### src/rtl/crc_ccitt_pkg.sv
// Shared CRC-16-CCITT definitions used by both the frame generator and the frame checker.
// Keeping the byte-step function here makes the two ends bit-identical by construction.
package crc_ccitt_pkg;

    localparam logic [15:0] CRC_POLY = 16'h1021;
    localparam logic [15:0] CRC_INIT = 16'hFFFF;

    // Two CRC bytes plus at least one payload byte.
    localparam logic [15:0] MIN_FRAME_LEN = 16'd3;

    typedef enum logic [1:0] {
        ErrNone     = 2'b00,
        ErrCrc      = 2'b01,
        ErrRunt     = 2'b10,
        ErrOversize = 2'b11
    } frame_err_e;

    typedef enum logic [1:0] {
        StIdle,
        StData,
        StDrain,
        StResult
    } chk_state_e;

    // MSB-first, non-reflected update of the CRC register by one byte.
    function automatic logic [15:0] crc_ccitt_byte(input logic [15:0] crc, input logic [7:0] data);
        logic [15:0] c;
        c = crc;
        for (int i = 7; i >= 0; i--) begin
            c = {c[14:0], 1'b0} ^ ({16{c[15] ^ data[i]}} & CRC_POLY);
        end
        return c;
    endfunction

endpackage

### src/rtl/crc16_ccitt_byte.sv
// Combinational one-byte CRC-16-CCITT step; a thin wrapper of the shared package function.
module crc16_ccitt_byte
    import crc_ccitt_pkg::*;
(
    input  logic [15:0] crc_in,
    input  logic [7:0]  data,
    output logic [15:0] crc_out
);

    always_comb begin
        crc_out = crc_ccitt_byte(crc_in, data);
    end

endmodule

### config.mk
export PLATFORM = sky130hd
export DESIGN_NAME = crc16_ccitt_byte
export DESIGN_NICKNAME = d
export VERILOG_FILES = /design/src/rtl/crc_ccitt_pkg.sv /design/src/rtl/crc16_ccitt_byte.sv
export SDC_FILE = /design/constraint.sdc
export NUM_CORES = 1
export LEC_CHECK = 0
export BUFFER_PORTS_ARGS = -buffer_cell sky130_fd_sc_hd__buf_2
export CAP_MARGIN = 0
export CORE_AREA = 4 4 41 43
export DETAILED_ROUTE_END_ITERATION = 8
export DIE_AREA = 0 0 45 47
export PLACE_DENSITY = 0.78
export SETUP_SLACK_MARGIN = 0.3
export SYNTH_ARGS = -nofsm -noshare
export SYNTH_HDL_FRONTEND = slang
export SYNTH_SLANG_ARGS = --single-unit
### constraint.sdc
create_clock -name vclk -period 1.6
set_input_delay 0 -clock vclk [all_inputs]
set_output_delay 0 -clock vclk [all_outputs]
set_load 0.02 [all_outputs]
==> flow_metrics.tcl <==
set metrics [dict create \
    status "finished, final reports clean" \
    fillers 128 \
    worstPathMaxFanout 5 \
    cpPeakStageDelay_ns 0.46 \
    max_freq_mhz 947 \
    instances_no_fill 80 \
    synthCells 25 \
    final_net_count 91 \
    gr-usage-met1 0.0930 \
    maxCapViolCount 0 \
    grt_use_met2 0.192 \
    final_cell_mix "40 x buf_2, 8 x xnor2_1, 5 x xnor3_1" \
    cp-start-kind "primary input" \
    seq_area_frac_synth 0 \
    layout_commonest_cell "buf_2" \
    multi_input_area_um2 384 \
    slew_headroom 0.710 \
    power_uw 449 \
    slowest_stage "xnor3_1" \
    rsz0062_at_grt "no" \
    pre_cts_slack_ns 0.532 \
    hp-class "primary input to primary output" \
    worst_pin_slew_ns 0.431 \
    drt-initial-drc-count 0 \
    setup_tns_ns 0 \
    critPathMostFrequentCell "buf_2" \
    syn_area_per_cell_um2 15.5 \
    drc_errors 0 \
    ioPinCount 40 \
    wl_um 987 \
    power.density_nw_per_um2 740 \
    wl_per_cell_um 12.3 \
    syn_to_final_growth_pct 56.5 \
    antenna_found_initial 0 \
    place_congestion 0.627 \
    crit_arrival_ns 1.06 \
    rows 13 \
    vias 349 \
    slew_viol_final 0 \
    die_y_um 47 \
    dr.pass1.iters 1 \
    grt_pass1_vias 388 \
    cts_setup_buffers 0 \
    grt_usage 0.0939 \
    critPathKind "primary input to primary output" \
    use_met3 0.0383 \
    syn_area_um2 388 \
    numPortBuffers 40 \
    hold_viol 0 \
    grt_overflow 0 \
    peakVddDrop_uv 305 \
    die_w_um 45 \
    critPathCaptureType "primary output" \
    fin_ws_ns 0.544 \
    cts-hold-fix-buffers 0 \
    placed_cells 80 \
    clkbuf_count 0 \
    synthDistinctLibCells 8 \
    gr-max-usage-layer "met2" \
    die-area_um2 2120 \
    final_antenna_net_count 0 \
    regArea_um2 0 \
    start_util 0.298 \
    final_layout_size_suffix_gt1_frac 0.692 \
    ctsResizeCount 0 \
    syn-num-nets 49 \
    layout_min_cycle_time_ns 1.06 \
    insertedDiodeCount 0 \
    power_leakage_nw 0.365 \
    ys_warn_count 0 \
    viasPerCell 4.36 \
    period_share 0.660 \
    grt_max_degree 6 \
    whs_ns 0.290 \
    critPathRequiredTime_ns 1.60 \
    core_area_um2 1300 \
    grt_pass1_wl_mm 1.50 \
    crit_chain "buf_2 > xnor2_2 > xnor3_1 > buf_2" \
    seq_cells 0 \
    setup_viol 0 \
]
## metal layers
layer / vias to the layer above / part of all wire
met5: - / 0
met1: 146 / 0.33
li1: 163 / -
met3: 0 / 0.22
met2: 40 / 0.44
met4: 0 / 0
## final cells by class
class | count | area share
well taps | 15 | 0.0309
multi-input cells | 24 | 0.633
repair buffers | 40 | 0.330
inverters | 1 | 0.00619
## metrics by stage
| stage | cell area [um2] | util |
|---|---|---|
| floorplan | 388 | - |
| global placement | 607 | 0.466 |
| detailed placement | 607 | 0.466 |
| CTS | 607 | 0.466 |
| global route | 607 | 0.466 |
| finish | 607 | 0.466 |
## worst max-delay path: cells and delay by family
kind,cells,cell delay (ns)
xor+xnor,2,0.77
buf+inv,2,0.28
## cell families (layout without fill, tap and decap cells)
logic type             after synthesis  after routing  synth area share
XOR/XNOR                            24             24             0.990
buffers and inverters                1             41           0.00967
## synth_stat cells
master | count | area share
xnor3_1 | 5 | 0.29
xor3_4 | 1 | 0.071
xor2_1 | 3 | 0.068
inv_1 | 1 | 0.0097
xnor2_4 | 1 | 0.071
xnor2_1 | 8 | 0.18
xor3_1 | 3 | 0.18
xnor2_2 | 3 | 0.13
## worst paths after layout
path / start / depth (start not counted) / end / slack, ns
hold / removal: crc_in[2] / 3 / crc_out[10] / 0.29
setup / recovery: data[5] / 4 / crc_out[6] / 0.54
## power by group
group,total (mW),internal (mW),switching [mW]
combinational,0.449,0.216,0.233
sequential,0,0,0
clock,0,0,0
(Power assumes the default switching activity.)
